$ cat config.mk
export PLATFORM = sky130hd
export DESIGN_NAME = motor_ramp_ctrl
export DESIGN_NICKNAME = d
export VERILOG_FILES = /design/src/rtl/motor_ramp_ctrl.sv
export SDC_FILE = /design/constraint.sdc
export NUM_CORES = 1
export LEC_CHECK = 0
export CAP_MARGIN = 10
export CORE_MARGIN = 2
export CORE_UTILIZATION = 58
export CTS_CLUSTER_SIZE = 28
export DETAILED_ROUTE_END_ITERATION = 7
export PLACE_DENSITY = 0.82
export SYNTH_ARGS = -nofsm -noshare
export SYNTH_HDL_FRONTEND = slang
export SYNTH_SLANG_ARGS = --single-unit
$ cat constraint.sdc
create_clock -name clk -period 5.64 [get_ports clk]
set_input_delay 0.564 -clock clk [delete_from_list [all_inputs] [get_ports clk]]
set_output_delay 0.564 -clock clk [all_outputs]
set_load 0.005 [all_outputs]
$ cat src/rtl/motor_ramp_ctrl.sv
// Slew-rate-limited speed sequencer: ramps the PWM duty toward a signed speed target,
// braking through zero on reversal. Define MOTOR_RAMP_SOFT_STOP_EN to ramp down on disable.
module motor_ramp_ctrl #(
  parameter int R          = 10,
  parameter int STEP       = 8,
  parameter int DEAD_TICKS = 4
) (
  input  logic          clk,
  input  logic          reset,
  input  logic          enable,
  input  logic [31:0]   ramp_dvsr,
  input  logic          cmd_valid,
  output logic          cmd_ready,
  input  logic [R+1:0]  cmd_speed,
  output logic [R:0]    duty,
  output logic          dir,
  output logic          brake,
  output logic          busy,
  output logic          at_target
);

  localparam int         CW     = $clog2(DEAD_TICKS + 1);
  localparam logic [R:0] FULL   = {1'b1, {R{1'b0}}};
  localparam logic [R:0] STEP_V = (R+1)'(STEP);

  typedef enum logic [1:0] {IDLE, RAMP, DEAD} state_t;

  state_t        state, state_n;
  logic [31:0]   q;
  logic          tick, accept, adv, run;
  logic [R+1:0]  abs_spd;
  logic [R:0]    mag, tgt_mag, tgt_mag_n, tmag, eff, stepped, duty_n;
  logic          cmd_dir, tgt_dir, tgt_dir_n, dir_n, brake_n, mismatch;
  logic [CW-1:0] cnt, cnt_n;

  // Free-running ramp prescaler; shrinking ramp_dvsr below q wraps on the next clock.
  always_ff @(posedge clk or posedge reset) begin
    if (reset) q <= '0;
    else       q <= (q >= ramp_dvsr) ? '0 : q + 32'd1;
  end
  assign tick = (q == '0);

  // |speed| saturates at full scale, which also absorbs the most-negative code.
  assign abs_spd = cmd_speed[R+1] ? (~cmd_speed + 1'b1) : cmd_speed;
  assign mag     = (abs_spd > (R+2)'(FULL)) ? FULL : abs_spd[R:0];
  assign cmd_dir = (mag == '0) ? tgt_dir : cmd_speed[R+1];

  assign cmd_ready = enable && (state != DEAD);
  assign accept    = cmd_valid && cmd_ready;
  // A freshly accepted command never moves duty on its own acceptance edge.
  assign adv       = tick && !accept;

`ifdef MOTOR_RAMP_SOFT_STOP_EN
  assign run = 1'b1;
`else
  assign run = enable;
`endif
  // While disabled the target magnitude is already zero as seen by the ramp.
  assign tmag     = enable ? tgt_mag : '0;
  assign eff      = (tgt_dir == dir) ? tmag : '0;
  assign mismatch = (duty != tmag) || (dir != tgt_dir);

  always_comb begin
    stepped = duty;
    if (duty < eff)      stepped = ((eff - duty) <= STEP_V) ? eff : duty + STEP_V;
    else if (duty > eff) stepped = ((duty - eff) <= STEP_V) ? eff : duty - STEP_V;
  end

  always_comb begin
    state_n   = state;
    duty_n    = duty;
    dir_n     = dir;
    brake_n   = brake;
    cnt_n     = cnt;
    tgt_mag_n = tgt_mag;
    tgt_dir_n = tgt_dir;
    if (accept) begin
      tgt_mag_n = mag;
      tgt_dir_n = cmd_dir;
    end
    if (!enable) tgt_mag_n = '0;
    if (!run) begin
      state_n = IDLE;
      duty_n  = '0;
      brake_n = 1'b0;
    end else begin
      unique case (state)
        IDLE: begin
          if (mismatch) begin
            state_n = RAMP;
            if (adv) duty_n = stepped;
          end
        end
        RAMP: begin
          if (adv) begin
            if (!mismatch) begin
              state_n = IDLE;
            end else if (duty == '0 && dir != tgt_dir) begin
              state_n = DEAD;
              brake_n = 1'b1;
              cnt_n   = CW'(DEAD_TICKS);
            end else begin
              duty_n = stepped;
            end
          end
        end
        DEAD: begin
          if (tick) begin
            if (cnt <= CW'(1)) begin
              cnt_n   = '0;
              dir_n   = tgt_dir;
              brake_n = 1'b0;
              state_n = RAMP;
            end else begin
              cnt_n = cnt - 1'b1;
            end
          end
        end
        default: state_n = IDLE;
      endcase
    end
  end

  always_ff @(posedge clk or posedge reset) begin
    if (reset) begin
      state   <= IDLE;
      duty    <= '0;
      dir     <= 1'b0;
      brake   <= 1'b0;
      cnt     <= '0;
      tgt_mag <= '0;
      tgt_dir <= 1'b0;
    end else begin
      state   <= state_n;
      duty    <= duty_n;
      dir     <= dir_n;
      brake   <= brake_n;
      cnt     <= cnt_n;
      tgt_mag <= tgt_mag_n;
      tgt_dir <= tgt_dir_n;
    end
  end

  assign busy      = (state != IDLE);
  assign at_target = (duty == tgt_mag) && (dir == tgt_dir);

endmodule
* Word level (Yosys, flattened, before mapping)
Cells that the tools add are included.
Word-level totals: flip-flop bits (word level) 62, output and inout port bits 16
Operators by class: reductions and logical operators 19, multiplexer cells 39, eq/ne operators 24, magnitude comparators 7, bitwise logic cells 2, $add $sub $neg 7
Operator list (number):
- $mux W11 | 15
- $add A32 B1 Y32 const B | 1
- $ge A32 B32 Y1 | 1
- $logic_not A32 Y1 | 1
- $mux W32 | 1
- $ne A3 B3 Y1 const B | 8
- $le A11 B4 Y1 const B | 2
- $logic_not A11 Y1 | 2
- $pmux W11 S2 | 1
- $sub A11 B11 Y11 | 2
- $reduce_and A6 Y1 | 3
- $mux W3 | 5
- $mux W2 | 7
- $add A12 B1 Y12 const B | 1
- $gt A12 B11 Y1 const B | 1
- $mux W12 | 1
- $not A12 Y12 | 1
- $add A11 B4 Y11 const B | 1
- $eq A11 B11 Y1 | 1
- $gt A11 B11 Y1 | 1
- $lt A11 B11 Y1 | 1
- $ne A11 B11 Y1 | 1
- $sub A11 B4 Y11 const B | 1
- $ne A2 B2 Y1 const B | 5
- other kinds (22) | 34

* Logic depth before layout (Yosys ltp)
depth in word-level cells 12, gate-level depth with buffers 18, gate-level depth less buffers 14

* Worst setup path before layout
OpenSTA, ideal clock, no wires.
path kind input -> register, start point input port enable, end point register duty[2], library setup time 0.121 ns, cell stages on the path 16, setup slack 1.586 ns, path buffers 4, data arrival time 3.933 ns, cell sequence buf_2 -> buf_1 -> and2_1 -> clkbuf_1 -> nand2_1 -> ha_1 -> or2_2 -> o31ai_2 -> mux2_2 -> nand4_1 -> o2111ai_1 -> or4_1 -> buf_4 -> mux2i_4 -> a21boi_1 -> a22o_1
On the way: longest elaborated chain between the ends 12
RTL lines:
- start: declaration | line 10 | input logic enable,
- $mux W11 | line 59 | assign tmag = enable ? tgt_mag : '0;
- $mux W11 | line 60 | assign eff = (tgt_dir == dir) ? tmag : '0;
- $sub A11 B11 Y11 | line 66 | else if (duty > eff) stepped = ((duty - eff) <= STEP_V) ? eff : duty - STEP_V;
- $le A11 B4 Y1 | line 66
- $mux W11 (2 in a row) | line 66
- $mux W11 | line 65 | if (duty < eff) stepped = ((eff - duty) <= STEP_V) ? eff : duty + STEP_V;
- $mux W11 | line 98 | end else if (duty == '0 && dir != tgt_dir) begin
- $mux W11 | line 96 | if (!mismatch) begin
- $mux W11 | line 95 | if (adv) begin
- $pmux W11 S2 | line 87 | unique case (state)
- $mux W11 | line 82 | if (!run) begin
- end signal: assignment | line 135 | duty <= duty_n;
- end: declaration | line 15 | output logic [R:0] duty,
Parallel ways exist; a longest one is shown, timed or not. The select of a mux whose other input is x is not followed. A chain may end at the register's enable or synchronous reset.

* Worst setup path in the final report
start point register tgt_dir, end point register duty[2]
On the way: longest elaborated chain between the ends 12
RTL lines:
- start: declaration | line 33 | logic cmd_dir, tgt_dir, tgt_dir_n, dir_n, brake_n, mismatch;
- start signal: assignment | line 140 | tgt_dir <= tgt_dir_n;
- $eq A1 B1 Y1 | line 60
- $mux W11 | line 60
- $sub A11 B11 Y11 | line 66
- $le A11 B4 Y1 | line 66
- $mux W11 (2 in a row) | line 66
- $mux W11 | line 65
- $mux W11 | line 98
- $mux W11 | line 96
- $mux W11 | line 95
- $pmux W11 S2 | line 87
- $mux W11 | line 82
Parallel ways exist; a longest one is shown, timed or not. The select of a mux whose other input is x is not followed.

==> summary.txt <==
STA
  – Slew Limit Fails: 0
  – Slew HR: 0.225
  – Setup TNS: 0 ps
  – Setup violations, final: 0
  – Tightest Pin Transition: 1150 ps
  – Peak Freq: 214 MHz
  – Final setup margin: 962 ps
  – Hold slack: 496 ps
  – Fin crit share: 0.829
  – Fin. Hold Viols: 0
  – Setup Skew: 16.9 ps
  – Unrepaired setup endpoints after global routing: no
  – Fin crit period: 4680 ps

Critical path
  – Worst setup path class: flip-flop to flip-flop
  – Setup slack, reg-to-reg: 960 ps
  – Startpoint Class: flip-flop
  – CP Capture Type: flip-flop
  – Worst Path Max Fanout: 16
  – CP delay by family, top: simple AND/OR/NAND/NOR gates
  – WP data arrival: 4960 ps
  – Worst r2r src: tgt_dir
  – Slowest cell on crit path: or4_1
  – WP buf/inv: 1
  – Worst path max stage delay: 780 ps
  – Required time of the worst setup path: 5920 ps
  – Critical Path Stages: 14
  – Reg2Reg Depth: 14
  – Reg2Reg Capture Point: duty[2]
  – CP Cell Sequence: xnor2_1, buf_4, and2_1, nand2_1, ha_1, and4_1, o211ai_2, nand3_1, and3_1, o2111ai_1, or4_1, mux2i_4, nor3b_2, a22o_1

Synthesis
  – Syn Area/Cell: 7.96 sq um
  – Largest cells by area after synthesis: dfrtp_1 26%, ha_1 11%, xor2_1 5.5%
  – Count of cell types in the netlist: 75
  – Synth area leader: dfrtp_1
  – Register bit total from synthesis: 62
  – Area of the mapped netlist: 0.00594 sq mm
  – Number of flops mapped to enable cells by yosys: 0
  – Cell count after synthesis: 746
  – Top FF cell, synth: dfrtp_1
  – Yosys Warn Count: 0
  – Syn_nets: 848
  – Register area share after synthesis: 0.261
  – Top-area cell type share of the netlist area: 0.261
  – Asr flop ratio synth: 1.00

Routing
  – Final antenna-violating net count: 0
  – First-iteration detailed-routing DRC count: 455
  – Wirelength, routed: 16700 um
  – Avg WL per Cell: 17.9 um
  – Vias per cell: 6.24
  – Number of remaining DRC errors: 0
  – DR pass1 iterations: 5
  – Via count: 5843

Power
  – Pleak: 3.29 nW
  – Peak supply drop: 162 uV
  – Pwr Density: 264 mW/mm^2
  – Total Power: 1.84 mW

Clock network
  – Setup bufs post-CTS: 0
  – Post-CTS Resized: 0
  – H-Tree Depth: 3
  – CTS buffer count: 9
  – Clock Sinks: 62
  – Longest Clk Path Bufs: 2
  – Worst skew pair latency: 350 ps
  – Clk root buf: clkbuf_8
  – CTS hold repair buffers: 0
  – TritonCTS clock tree: yes
  – CTS clk-pin slew, worst paths: 70 ps

Layout
  – P&R area growth vs syn: 16.9%
  – Layout cell share with drive strength beyond 1: 0.0598
  – N_diodes: 0
  – FILL cells: 793
  – Most frequent cells in the layout: 71 x nand2_1, 64 x nor2_1, 63 x clkdlybuf4s50_1
  – Most common cell after layout, fill and taps aside: nand2_1
  – Final nets: 900

GRT
  – GR Overflow Total: 0
  – Number of global-route vias before repair: 5744
  – GRT Overall Usage: 0.310
  – Antenna violations before repair: 0
  – First-pass GRT wire length: 27900 um
  – Largest net degree at the start of global routing: 63

Min path
  – Endpoint, Worst Hold: cnt[1]
  – Hold Crit Start: cnt[1]
  – Hold Crit Depth: 2
  – Worst hold path class: flip-flop to flip-flop

Placement
  – Placement Setup Slack: 871 ps
  – Hpwl dp: 12700 um
  – Buffers on Ports: 63
  – GP Congestion: 0.928

Floorplan
  – Die Y: 105 um
  – Area of the core: 0.00986 sq mm
  – Die ar.: 0.0111 sq mm
  – Initial Utilization: 0.602
  – Die X: 105 um
  – Row count: 36
  – Num ports: 64

Flow run
  – Max-cap violations: 0

Run status
  – Status: finished, final reports clean
[synth_stat cells (3+ instances only)]
library cell,n
a211oi_1,5
a21o_1,15
a21oi_1,29
a221oi_1,3
a22o_1,4
a31oi_1,7
and2_1,9
and3_1,10
and3b_1,4
and4_1,4
buf_2,8
clkbuf_1,17
dfrtp_1,62
ha_1,54
inv_1,59
mux2_2,3
mux2i_1,17
nand2_1,71
nand2b_1,7
nand3_1,29
nand3b_1,4
nand4_1,23
nor2_1,64
nor2b_1,13
nor3_1,17
nor4_1,14
o211ai_1,7
o21ai_0,45
o22ai_1,7
o31ai_1,3
or2_2,10
or3_1,3
or4_1,3
xnor2_1,27
xor2_1,37
[worst reg2reg max path, cell delays in order (launching register included)]
cell and delay, ps:
dfrtp_1 430, xnor2_1 190, buf_4 220, and2_1 440, nand2_1 230, ha_1 650
and4_1 330, o211ai_2 110, nand3_1 120, and3_1 230, o2111ai_1 170, or4_1 780
mux2i_4 260, nor3b_2 280, a22o_1 170
[per-stage QoR]
step	cells	util	area [sq um]
2_1_floorplan	746	-	5940
3_3_place_gp	919	0.677	6670
3_5_place_dp	919	0.677	6670
4_1_cts	935	0.701	6920
5_1_grt	936	0.704	6950
6_report	936	0.704	6950
[power breakdown]
part | internal, mW | switching, mW
registers | 0.462 | 0.0580
logic | 0.378 | 0.449
clock network | 0.295 | 0.194
[cells by family (layout without fill, tap and decap cells)]
family          after synthesis  in the layout  share of synthesized area
buf+inv                      90            147                     0.0598
compound gates              160            160                      0.179
flops                        62             62                      0.261
simple gates                295            295                      0.254
xor+xnor                     64             64                     0.0944
fa+ha+maj                    54             54                      0.114
mux                          21             21                     0.0381
[cell type report]
cell class / instances / area, sq um / area share
clock buffer: 9 / 124 / 0.0178
clock inverter: 7 / 120 / 0.0173
inverter: 61 / 229 / 0.0330
multi-input combinational: 594 / 4050 / 0.583
sequential: 62 / 1550 / 0.223
tap: 133 / 166 / 0.0240
timing repair buffer: 70 / 703 / 0.101
[registers in the layout (all words and copies together), names as in the netlist]
signal,count
brake,1
cnt,3
state,2
tgt_mag,11
dir,1
duty,11
q,32
tgt_dir,1
[how the worst max path moves through the flow]
stage / slack, ps / startpoint / to
after global placement: 950 / enable / duty[0]
after CTS: 1060 / tgt_dir / duty[2]
after global routing: 700 / tgt_dir / duty[1]
final: 960 / tgt_dir / duty[2]
after detailed placement: 870 / enable / duty[2]
after floorplan: 1590 / enable / duty[2]
[layer usage]
metal	wire, um	global-route usage	part of all wire	vias up
met5	0	0	0	-
met4	314	0.0971	0.019	0
met3	1250	0.0624	0.075	36
met2	7880	0.497	0.47	245
met1	7300	0.418	0.44	2788
li1	-	-	-	2774
No activity file was read; power rests on OpenSTA's default activity.
==> edit 1 (same settings) <==
Set the parameter `R` to 12 (it was 10).
--- a/src/rtl/motor_ramp_ctrl.sv
+++ b/src/rtl/motor_ramp_ctrl.sv
@@ -1,7 +1,7 @@
 // Slew-rate-limited speed sequencer: ramps the PWM duty toward a signed speed target,
 // braking through zero on reversal. Define MOTOR_RAMP_SOFT_STOP_EN to ramp down on disable.
 module motor_ramp_ctrl #(
-  parameter int R          = 10,
+  parameter int R          = 12,
   parameter int STEP       = 8,
   parameter int DEAD_TICKS = 4
 ) (
Ports: changed (resized cmd_speed and duty); port bits go from 64 to 68. The function was not compared with the original's and may differ.
==> edit 1 against the original RTL <==
  * Wire length grew 3.0%
  * Setup slack gained 0.056 ns
  * Die area grew 7.1%
  * Critical path type unchanged
  * Sequential share of layout area grew 0.28 points
  * Global-route usage shrank 0.41 points
  * Sequential cell count grew 4
  * Highest routed layer unchanged
  * Area after synthesis grew 7.4%
  * Via count grew 4.5%
  * Cell area grew 5.2%
  * Critical endpoint is now duty[1]
  * Non-clock buffer count grew 3
Power is not compared: it rests on default switching activity, and its combinational part moved more than twofold at a synthesized area within 25%.
==> edit 1: results (changes against the original RTL) <==
----------------------------------------------------
[STA]
  Worst Tran Pin Value ... 0.8454 ns (-0.3071 ns)
  Min Hold Slack ... 0.5237 ns (+0.02790 ns)
  Clock tree skew after final layout ... 0.009819 ns (-0.007113 ns)
  Tcrit/Tclk final ... 81.95% (-0.99 points)

[Min path]
  Min-Delay Endpoint ... cnt[2]
  Worst hold path startpoint ... cnt[2]

[Yosys]
  Proportion of synthesized chip area in sequential cells ... 25.89% (-0.22 points)
  Synthesized net count ... 900 (+6.1%)
  Count of distinct cell types in the synthesized netlist ... 74 (-1.3%)
  Commonest cells in the synthesized netlist ... 86 x sky130_fd_sc_hd__nand2_1, 73 x sky130_fd_sc_hd__nor2_1, 66 x sky130_fd_sc_hd__dfrtp_1
  Top post-synthesis cells by area ... sky130_fd_sc_hd__dfrtp_1 26%, sky130_fd_sc_hd__ha_1 11%, sky130_fd_sc_hd__xor2_1 5.5%

[Run status]
  Run status ... complete, no violations

[Placement]
  GPL Wtd Cong ... 0.9451 (+1.9%)
  Count of buffers from port buffering ... 67 (+6.3%)
  Number of placed cells counting well taps ... 974 (+6.0%)
  Post-detailed-placement half-perimeter wirelength ... 13550 um (+6.3%)

[Global route]
  Wire length of the first global-routing pass ... 28370 um (+1.6%)
  Pin count of the biggest net entering global routing ... 67 (+6.3%)
  Vias in the first global route ... 5854 (+1.9%)

[Finish]
  Non-Filler Instances ... 989 (+5.7%)
  Nets ... 953 (+5.9%)
  Registers with the most flip-flops ... q (32), duty (13), tgt_mag (13)
  Fillers ... 907 (+14%)

[Routing]
  Starting DRC count in detailed routing ... 542 (+19%)
  Detailed Route WL ... 17260 um (+3.0%)

[Setup path]
  Reg-to-reg setup timing slack ... 1.02 ns (+0.06 ns)
  Maximum fanout count along the critical path ... 22 (+6)
  Critical Path Sink ... duty[1]

----------------------------------------------------
==> edit 1: power by group through the flow <==
stage | Sequential, mW | Clock [mW] | Combinational, mW
final | 0.495 | 0.358 | 0.397
after global routing | 0.495 | 0.381 | 0.429
after CTS | 0.494 | 0.362 | 0.392
after detailed placement | 0.503 | 0 | 0.390
after global placement | 0.503 | 0 | 0.381
after floorplan | 0.498 | 0 | 0.282
==> edit 1: per-stage QoR <==
stage                     cell area [sq um]  utilization (%)
after global placement                 7133            66.09
after detailed placement               7133            66.09
after global routing                   7303            67.67
final                                  7303            67.67
after floorplan                        6379                -
after CTS                              7303            67.67
==> edit 1: layout make-up <==
type	instances	area [sq um]	share of cell area (%)
clock inverter	3	15.01	0.2056
multi-input combinational	633	4358	59.67
timing repair buffer	73	715.7	9.800
inverter	62	232.7	3.187
sequential	66	1652	22.61
clock buffer	12	155.1	2.124
tap	140	175.2	2.398
==> edit 1: logic make-up (layout without fill, tap and decap cells) <==
| group | count (synthesis) | after routing | synth area share, % |
|---|---|---|---|
| flops | 66 | 66 | 25.89 |
| buf+inv | 93 | 150 | 5.845 |
| compound gates | 161 | 161 | 17.60 |
| fa+ha+maj | 58 | 58 | 11.38 |
| xor+xnor | 79 | 79 | 10.97 |
| mux | 20 | 20 | 3.256 |
| simple gates | 315 | 315 | 25.07 |
==> edit 1: routing by layer <==
layer / wire [um] / up-vias / global-route usage (%)
met4: 465 / 0 / 9.615
met1: 7581 / 2877 / 42.44
li1: - / 2911 / -
met5: 0 / - / 0
met2: 7913 / 265 / 48.98
met3: 1297 / 53 / 4.662
==> edit 2 (same flow settings) <==
Made on the original files. Re-encode `state_t` (3 states) as one-hot, 3 bits wide.
--- a/src/rtl/motor_ramp_ctrl.sv
+++ b/src/rtl/motor_ramp_ctrl.sv
@@ -23,7 +23,7 @@
   localparam logic [R:0] FULL   = {1'b1, {R{1'b0}}};
   localparam logic [R:0] STEP_V = (R+1)'(STEP);
 
-  typedef enum logic [1:0] {IDLE, RAMP, DEAD} state_t;
+  typedef enum logic [2:0] {IDLE = 3'b001, RAMP = 3'b010, DEAD = 3'b100} state_t;
 
   state_t        state, state_n;
   logic [31:0]   q;
Function: same outputs for any inputs over 4 cycles, from zero or initial values and one cycle with reset high; so few cycles prove little.
==> edit 2 against the original RTL <==
  * First-iteration DRC count decreased by 14%
  * Cell area increased by 0.47%
  * Combinational power decreased by 49%
  * Critical endpoint is now duty[10]
  * Wire length increased by 1.5%
  * Setup slack got worse by 0.32 ns
  * Area after synthesis increased by 1.4%
  * Maximum frequency decreased by 6.5%
  * Power decreased by 25%
  * Core utilization decreased by 1.9 points
  * Critical path depth unchanged
  * Largest power group is now registers
  * Sequential cell count increased by 1
==> edit 2: results (changes against the original RTL) <==
----------------------------------------------------
[Run status]
  Run status ... complete, no violations

[Yosys]
  Compound-cell area share of the yosys netlist ... 22.15% (+4.2 points)
  Synthesized net count ... 870 (+2.6%)
  Synth Area per Inst ... 7.831 sq um (-1.7%)

[Finish]
  Non-Clock Buffer Count ... 72 (+2.9%)
  Clock network area share ... 3.263% (-0.25 points)
  Fillers ... 860 (+8.4%)
  Data buffer area share ... 10.01% (-0.12 points)
  Finished Core Util ... 68.51% (-1.9 points)
  Final design area excluding fillers ... 0.006978 sq mm (+0.47%)
  Number of sequential cells ... 63 (+1.6%)

[Min path]
  Min-Delay Endpoint ... cnt[2]

[Setup path]
  Reg-to-reg setup timing slack ... 0.64 ns (-0.32 ns)
  Data arrival time of the worst path ... 5.23 ns (+0.27 ns)
  R2R Path End ... duty[10]
  Maximum fanout count along the critical path ... 15 (-1)

[Power]
  Combinational power share ... 30.6% (-15 points)
  Proportion of total power due to net switching ... 34.33% (-3.8 points)
  Net switching power of the design ... 474.6 uW (-32%)
  Max IR drop VDD ... 150.6 uV (-7.1%)
  Power dissipated in the clock network ... 460 uW (-5.9%)

[Global route]
  Vias in the first global route ... 6137 (+6.8%)
  Global-route track usage on met1 ... 36.41% (-5.4 points)
  All-layer global routing usage ... 30.79% (-0.17 points)
  Wire length of the first global-routing pass ... 28320 um (+1.4%)
  Pin count of the biggest net entering global routing ... 64 (+1.6%)
  Met3 track demand over resource ... 3.985% (-2.3 points)

[Routing]
  Wire length on met1 ... 6822 um (-6.5%)
  Starting DRC count in detailed routing ... 393 (-14%)
  DR WL met3 ... 1126 um (-10%)

[Placement]
  DP Area ... 0.006750 sq mm (+1.1%)
  Post-detailed-placement half-perimeter wirelength ... 12680 um (-0.50%)

----------------------------------------------------
edit 2: changes by cell type after synthesis, moves of 9 or more:
cell                       before  now
sky130_fd_sc_hd__o21ai_0       45   35
sky130_fd_sc_hd__nor2_1        64   39
sky130_fd_sc_hd__xor2_1        37   19
sky130_fd_sc_hd__nand2b_1       7   16
sky130_fd_sc_hd__nand2_1       71   95
sky130_fd_sc_hd__mux2i_1       17    4
sky130_fd_sc_hd__a21oi_1       29   57
edit 2: worst register-to-register path, cell delays in order (launching register included):
cell,delay (ns)
sky130_fd_sc_hd__dfrtp_1,0.44
sky130_fd_sc_hd__xor2_2,0.19
sky130_fd_sc_hd__buf_4,0.19
sky130_fd_sc_hd__nor2_1,0.83
sky130_fd_sc_hd__nand2_1,0.13
sky130_fd_sc_hd__ha_1,0.55
sky130_fd_sc_hd__nand3_1,0.25
sky130_fd_sc_hd__o21ai_0,0.30
sky130_fd_sc_hd__o22ai_1,0.13
sky130_fd_sc_hd__a31oi_1,0.22
sky130_fd_sc_hd__nand4_1,0.22
sky130_fd_sc_hd__o41ai_4,0.86
sky130_fd_sc_hd__and2b_2,0.30
sky130_fd_sc_hd__o211ai_1,0.18
sky130_fd_sc_hd__nand3_1,0.10
edit 2: worst max-delay path by stage:
stage / to / cells after the start / start / slack, ns
after floorplan: duty[9] / 16 / tgt_dir / 1.69
after global placement: duty[10] / 14 / enable / 0.70
after detailed placement: duty[10] / 14 / enable / 0.49
after CTS: duty[10] / 14 / tgt_dir / 0.75
after global routing: duty[10] / 14 / tgt_dir / 0.42
final: duty[10] / 14 / tgt_dir / 0.64
edit 2: logic make-up after synthesis:
group / Yosys count
multiplexers: 9
buffers and inverters: 98
XOR/XNOR: 52
flip-flops: 63
adder cells (fa/ha/maj): 53
AO/OA/AOI/OAI: 198
AND/OR/NAND/NOR: 296
